`src/rtl/fwd_hazard_tracker.sv`:
```
// Forwarding and load-use hazard tracker: follows in-flight destinations, registers
// per-operand EX forward selects and raises a combinational stall on load-use hazards.
module fwd_hazard_tracker #(
    parameter int REG_AW   = 5,
    parameter int DEPTH    = 2,
    parameter int LOAD_POS = 2,
    parameter int CNT_W    = 16,
    parameter int SEL_W    = $clog2(DEPTH + 1)
) (
    input  logic              clk,
    input  logic              reset,
    input  logic              id_valid,
    input  logic [REG_AW-1:0] id_rs,
    input  logic [REG_AW-1:0] id_rt,
    input  logic [REG_AW-1:0] id_rd,
    input  logic              id_regwrite,
    input  logic              id_is_load,
    input  logic              freeze,
    input  logic              flush,
    input  logic              perf_clear,
    output logic              stall,
    output logic [SEL_W-1:0]  fwd_a,
    output logic [SEL_W-1:0]  fwd_b,
    output logic [CNT_W-1:0]  stall_count
);

    logic [DEPTH-1:0]  tValid_q;
    logic [DEPTH-1:0]  tWrite_q;
    logic [DEPTH-1:0]  tLoad_q;
    logic [REG_AW-1:0] tRd_q [DEPTH];

    logic [SEL_W-1:0]  fwdA_q, fwdB_q;
    logic [SEL_W-1:0]  fwdA_d, fwdB_d;
    logic [CNT_W-1:0]  stallCount_q;

    logic [DEPTH-1:0]  matchA, matchB;
    logic              hazardA, hazardB;
    logic              hazard;
    logic              shiftValid;

    always_comb begin
        for (int j = 0; j < DEPTH; j++) begin
            matchA[j] = tValid_q[j] & tWrite_q[j] & (tRd_q[j] != '0)
                        & (tRd_q[j] == id_rs) & (id_rs != '0);
            matchB[j] = tValid_q[j] & tWrite_q[j] & (tRd_q[j] != '0)
                        & (tRd_q[j] == id_rt) & (id_rt != '0);
        end
    end

    // Walk oldest to youngest so the youngest matching entry overwrites older ones.
    always_comb begin
        fwdA_d  = '0;
        fwdB_d  = '0;
        hazardA = 1'b0;
        hazardB = 1'b0;
        for (int j = DEPTH - 1; j >= 0; j--) begin
            if (matchA[j]) begin
                fwdA_d  = SEL_W'(j + 1);
                hazardA = tLoad_q[j] & ((j + 1) < LOAD_POS);
            end
            if (matchB[j]) begin
                fwdB_d  = SEL_W'(j + 1);
                hazardB = tLoad_q[j] & ((j + 1) < LOAD_POS);
            end
        end
    end

    assign hazard     = hazardA | hazardB;
    assign stall      = id_valid & hazard & ~flush;
    assign shiftValid = id_valid & ~flush & ~stall;

    always_ff @(posedge clk) begin
        if (reset) begin
            tValid_q <= '0;
            tWrite_q <= '0;
            tLoad_q  <= '0;
            for (int j = 0; j < DEPTH; j++) begin
                tRd_q[j] <= '0;
            end
            fwdA_q <= '0;
            fwdB_q <= '0;
        end else if (!freeze) begin
            for (int j = 1; j < DEPTH; j++) begin
                tValid_q[j] <= tValid_q[j-1];
                tWrite_q[j] <= tWrite_q[j-1];
                tLoad_q[j]  <= tLoad_q[j-1];
                tRd_q[j]    <= tRd_q[j-1];
            end
            tValid_q[0] <= shiftValid;
            tWrite_q[0] <= id_regwrite;
            tLoad_q[0]  <= id_is_load;
            tRd_q[0]    <= id_rd;
            fwdA_q      <= shiftValid ? fwdA_d : '0;
            fwdB_q      <= shiftValid ? fwdB_d : '0;
        end
    end

    // Clearing wins over counting and still works while the pipeline is frozen.
    always_ff @(posedge clk) begin
        if (reset) begin
            stallCount_q <= '0;
        end else if (perf_clear) begin
            stallCount_q <= '0;
        end else if (!freeze && stall && (stallCount_q != {CNT_W{1'b1}})) begin
            stallCount_q <= stallCount_q + 1'b1;
        end
    end

    assign fwd_a       = fwdA_q;
    assign fwd_b       = fwdB_q;
    assign stall_count = stallCount_q;

endmodule

```
`config.mk`:
```
export PLATFORM = sky130hd
export DESIGN_NAME = fwd_hazard_tracker
export DESIGN_NICKNAME = d
export VERILOG_FILES = /design/src/rtl/fwd_hazard_tracker.sv
export SDC_FILE = /design/constraint.sdc
export NUM_CORES = 1
export LEC_CHECK = 0
export CORE_ASPECT_RATIO = 0.75
export CORE_MARGIN = 4
export CORE_UTILIZATION = 49
export CTS_CLUSTER_SIZE = 28
export DETAILED_ROUTE_END_ITERATION = 8
export GPL_TIMING_DRIVEN = 0
export MAX_ROUTING_LAYER = met4
export PLACE_DENSITY = 0.89
export SYNTH_ARGS = -nofsm -noshare
export SYNTH_HDL_FRONTEND = slang
export SYNTH_SLANG_ARGS = --single-unit
```
`constraint.sdc`:
```
create_clock -name clk -period 2.35 [get_ports clk]
set_clock_uncertainty 0.15 [all_clocks]
set_input_delay 0.47 -clock clk [delete_from_list [all_inputs] [get_ports clk]]
set_output_delay 0.47 -clock clk [all_outputs]
set_load 0.05 [all_outputs]
```
==> reports/results.md <==
### Timing
- **Worst Hold Margin** 0.287 ns
- **worst-case headroom to the max-slew limit** 0.638
- **setup-violating endpoint count in the final report** 8
- **Final WS setup** -0.148 ns
- **max frequency** 400 MHz
- **unrepaired setup endpoints after global routing** yes
- **final worst path period share** 1.06
- **measured slew at the worst slew-check pin** 0.541 ns
- **number of slew-limit violations in the final report** 0
- **number of endpoints with negative hold slack in the final report** 0
- **min cycle time layout** 2.50 ns

### Worst setup path
- **data arrival at the endpoint of the critical path** 2.58 ns
- **critical setup path kind** flop to flop
- **Crit Reg-Reg Endpoint** stall_count[12]$_SDFFE_PP0P_
- **ordered list of cells on the worst path** xor2_1, nor3_2, and4_4, buf_6, o2111ai_4, buf_6, or4_4, a21oi_2
- **maximum single-stage delay on the critical path** 0.55 ns
- **cell repeated most along the worst path** buf_6
- **startpoint types** flop
- **worst reg-to-reg setup slack** -0.15 ns
- **worst reg-to-reg path cell count** 8
- **highest-delay cell along the critical path** edfxtp_1
- **Setup crit end kind** flop
- **origin of the critical flop-to-flop path** tRd_q[0][0]$_SDFFCE_PN0P_
- **kind of cell with the highest combined delay on the critical path** simple AND/OR/NAND/NOR gates
- **biggest fanout along the worst timing path** 6
- **worst path required time** 2.43 ns
- **number of buffer and inverter stages on the critical path** 2

### Yosys
- **count of distinct cell types in the synthesized netlist** 38
- **Syn Std Cell Area** 0.00182 mm²
- **#FFs+latches synth** 35
- **Seq/Total Area, Yosys** 0.440
- **mean cell area of the mapped netlist** 9.39 µm²
- **number of instances in the synthesized netlist** 194
- **total number of yosys warnings** 0
- **Synthesized Nets** 218

### Clock network
- **clock latency on the worst-skew pair** 0.30 ns
- **clock buffer depth** 2
- **number of buffers inserted during clock tree synthesis** 5
- **Sink Count** 35
- **CTS clk-pin slew, worst paths** 0.07 ns
- **clock tree from TritonCTS** built
- **count of H-tree levels built during CTS** 2
- **root buffer cell** clkbuf_8

### Power and ir drop
- **power density relative to cell area** 478 mW/mm²
- **static power due to leakage** 0.932 nW
- **IR drop worst, VDD** 385 µV

### Global routing
- **Overflow after GRT** 0
- **via count of the first global-routing pass** 1759
- **global routing usage summed across all routing layers** 0.252
- **initial antenna violation count** 0
- **first-pass GRT wire length** 8.80 mm
- **largest net degree at the start of global routing** 12

### Detailed routing
- **vias after detailed routing** 1869
- **antenna violation net count after detailed routing** 0
- **Residual DRC** 0
- **Routed wire per std cell** 18.1 µm
- **Pre-antenna DRT Iters** 5
- **Routed WL** 5.63 mm
- **detailed router's first-iteration violation count** 165
- **Avg Vias per Cell** 5.99

### Run status
- **violated checks** setup timing
- **status** finished, violations left

### Final layout
- **Final Net Count** 285
- **most common cell after layout, fill and taps aside** clkdlybuf4s50_1
- **commonest non-fill, non-tap cells in the layout** 31 x clkdlybuf4s50_1, 25 x dfxtp_1, 15 x nor2_1, 13 x a21oi_1, 13 x buf_4
- **layout cells sized above 1** 0.218
- **Syn-to-layout area delta** 46.1%
- **fin util** 0.777
- **count of inserted antenna diode cells** 0

### Worst hold path
- **Worst Hold Endpoint** fwd_b[1]$_SDFFE_PP0N_
- **path class of the lowest-slack min-delay path** flop to flop
- **worst hold start** fwd_b[1]$_SDFFE_PP0N_
- **worst hold path cell count** 2

### Placement
- **Post-DP HPWL** 3.12 mm
- **setup slack at placement** -1.10 ns
- **number of port buffers** 41
- **final RePlAce weighted congestion** 0.902

### Floorplanning
- **starting density of the core** 0.532
- **Die W** 78.4 µm
- **Core Box Area** 0.00342 mm²
- **die boundary height** 60.8 µm
- **IO Pins** 44
- **num rows** 18
- **overall die area** 0.00477 mm²

### Run
- **number of maximum-capacitance constraint violations** 0

==> worst register-to-register path, stage by stage, from the launching register on <==
cell and delay, ns:
edfxtp_1 0.55, xor2_1 0.24, nor3_2 0.19, and4_4 0.26
buf_6 0.15, o2111ai_4 0.15, buf_6 0.18, or4_4 0.42
a21oi_2 0.14
==> logic make-up (layout without fill, tap and decap cells) <==
group,Yosys count,after routing,share of synthesized area
buffers and inverters,11,78,0.0309
adders and majority gates,1,1,0.00687
muxes,4,4,0.0220
AOI/OAI and AO/OA,41,42,0.148
xor gates and xnor gates,22,22,0.106
DFF,35,35,0.440
and+or+nand+nor,80,80,0.247
==> sequential cells by signal, indices dropped and copies added (netlist names) <==
name,flops
stall_count,16
tRd_q,10
fwd_a,2
fwd_b,2
tValid_q,2
tWrite_q,2
tLoad_q,1
==> metrics by stage <==
| stage | cells | cell area, µm² | power, mW | setup TNS (ns) |
|---|---|---|---|---|
| floorplan | 194 | 1820 | 0.738 | 0 |
| global placement | 285 | 2290 | 0.794 | -7.24 |
| detailed placement | 285 | 2290 | 0.798 | -7.98 |
| CTS | 309 | 2590 | 1.25 | -0.225 |
| global route | 312 | 2660 | 1.32 | -2.23 |
| finish | 312 | 2660 | 1.27 | -0.663 |
==> how the worst max path moves through the flow <==
stage	to	slack (ns)	cells after the start	from
floorplan	stall	0.06	5	id_rs[1]
detailed placement	stall	-1.10	7	id_rs[1]
CTS	stall	-0.13	5	tRd_q[0][2]$_SDFFCE_PN0P_
global placement	stall	-1.07	7	id_rs[1]
global route	stall	-0.22	7	tRd_q[0][2]$_SDFFCE_PN0P_
finish	stall_count[12]$_SDFFE_PP0P_	-0.15	8	tRd_q[0][0]$_SDFFCE_PN0P_
==> final cells by class <==
class / instances / area, µm²
well taps: 50 / 62.6
multi-input cells: 149 / 1110
flip-flops and latches: 35 / 801
fillers: 212 / 762
clock inverters: 2 / 12.5
repair buffers: 59 / 548
plain buffers: 7 / 41.3
inverters: 4 / 15.0
clock buffers: 6 / 72.6
==> power breakdown <==
group          internal (mW)  total, mW  switching [mW]
combinational         0.0904      0.172          0.0812
sequential             0.638      0.662          0.0233
clock                  0.207      0.438           0.230
total                  0.936       1.27           0.335
==> synth_stat cells, drive strengths merged <==
master / instances / area, µm²
a32o: 3 / 30.0
clkbuf: 5 / 18.8
inv: 4 / 15.0
nor2b: 1 / 6.26
or2: 2 / 12.5
nor4: 2 / 27.5
o22ai: 1 / 6.26
nor3: 3 / 15.0
xor2: 13 / 114
and4: 1 / 8.76
o211ai: 4 / 35.0
buf: 2 / 22.5
dfxtp: 25 / 500
and2: 10 / 62.6
o2111ai: 1 / 15.0
o211a: 1 / 10.0
nand3: 10 / 50.1
or4: 7 / 52.6
or3: 9 / 56.3
nand4: 5 / 31.3
nand3b: 1 / 7.51
mux2i: 4 / 40.0
ha: 1 / 12.5
a31oi: 1 / 12.5
o31ai: 4 / 30.0
nand2: 11 / 41.3
edfxtp: 10 / 300
and4b: 1 / 10.0
xnor2: 9 / 78.8
o21ai: 11 / 55.1
a21oi: 15 / 75.1
and3: 1 / 6.26
nor2: 16 / 62.6
==> per-layer routing <==
metal / global-route usage / part of all wire / vias up
li1: - / - / 850
met1: 0.318 / 0.41 / 852
met2: 0.384 / 0.44 / 132
met3: 0.0772 / 0.11 / 35
met4: 0.0998 / 0.040 / 0
met5: - / 0 / -
==> timing repair <==
| item | 4_1_cts | 5_1_grt |
|---|---|---|
| hold buffers | 0 | 0 |
| setup buffers | 14 | 2 |
| pin swaps | 16 | 12 |
| setup endpoints to repair | 13 | 16 |
| gates resized for setup | 36 | 20 |
| hold endpoints to repair | 0 | 0 |
| cloned | 2 | 1 |
Power figures use the tool's default switching activity.
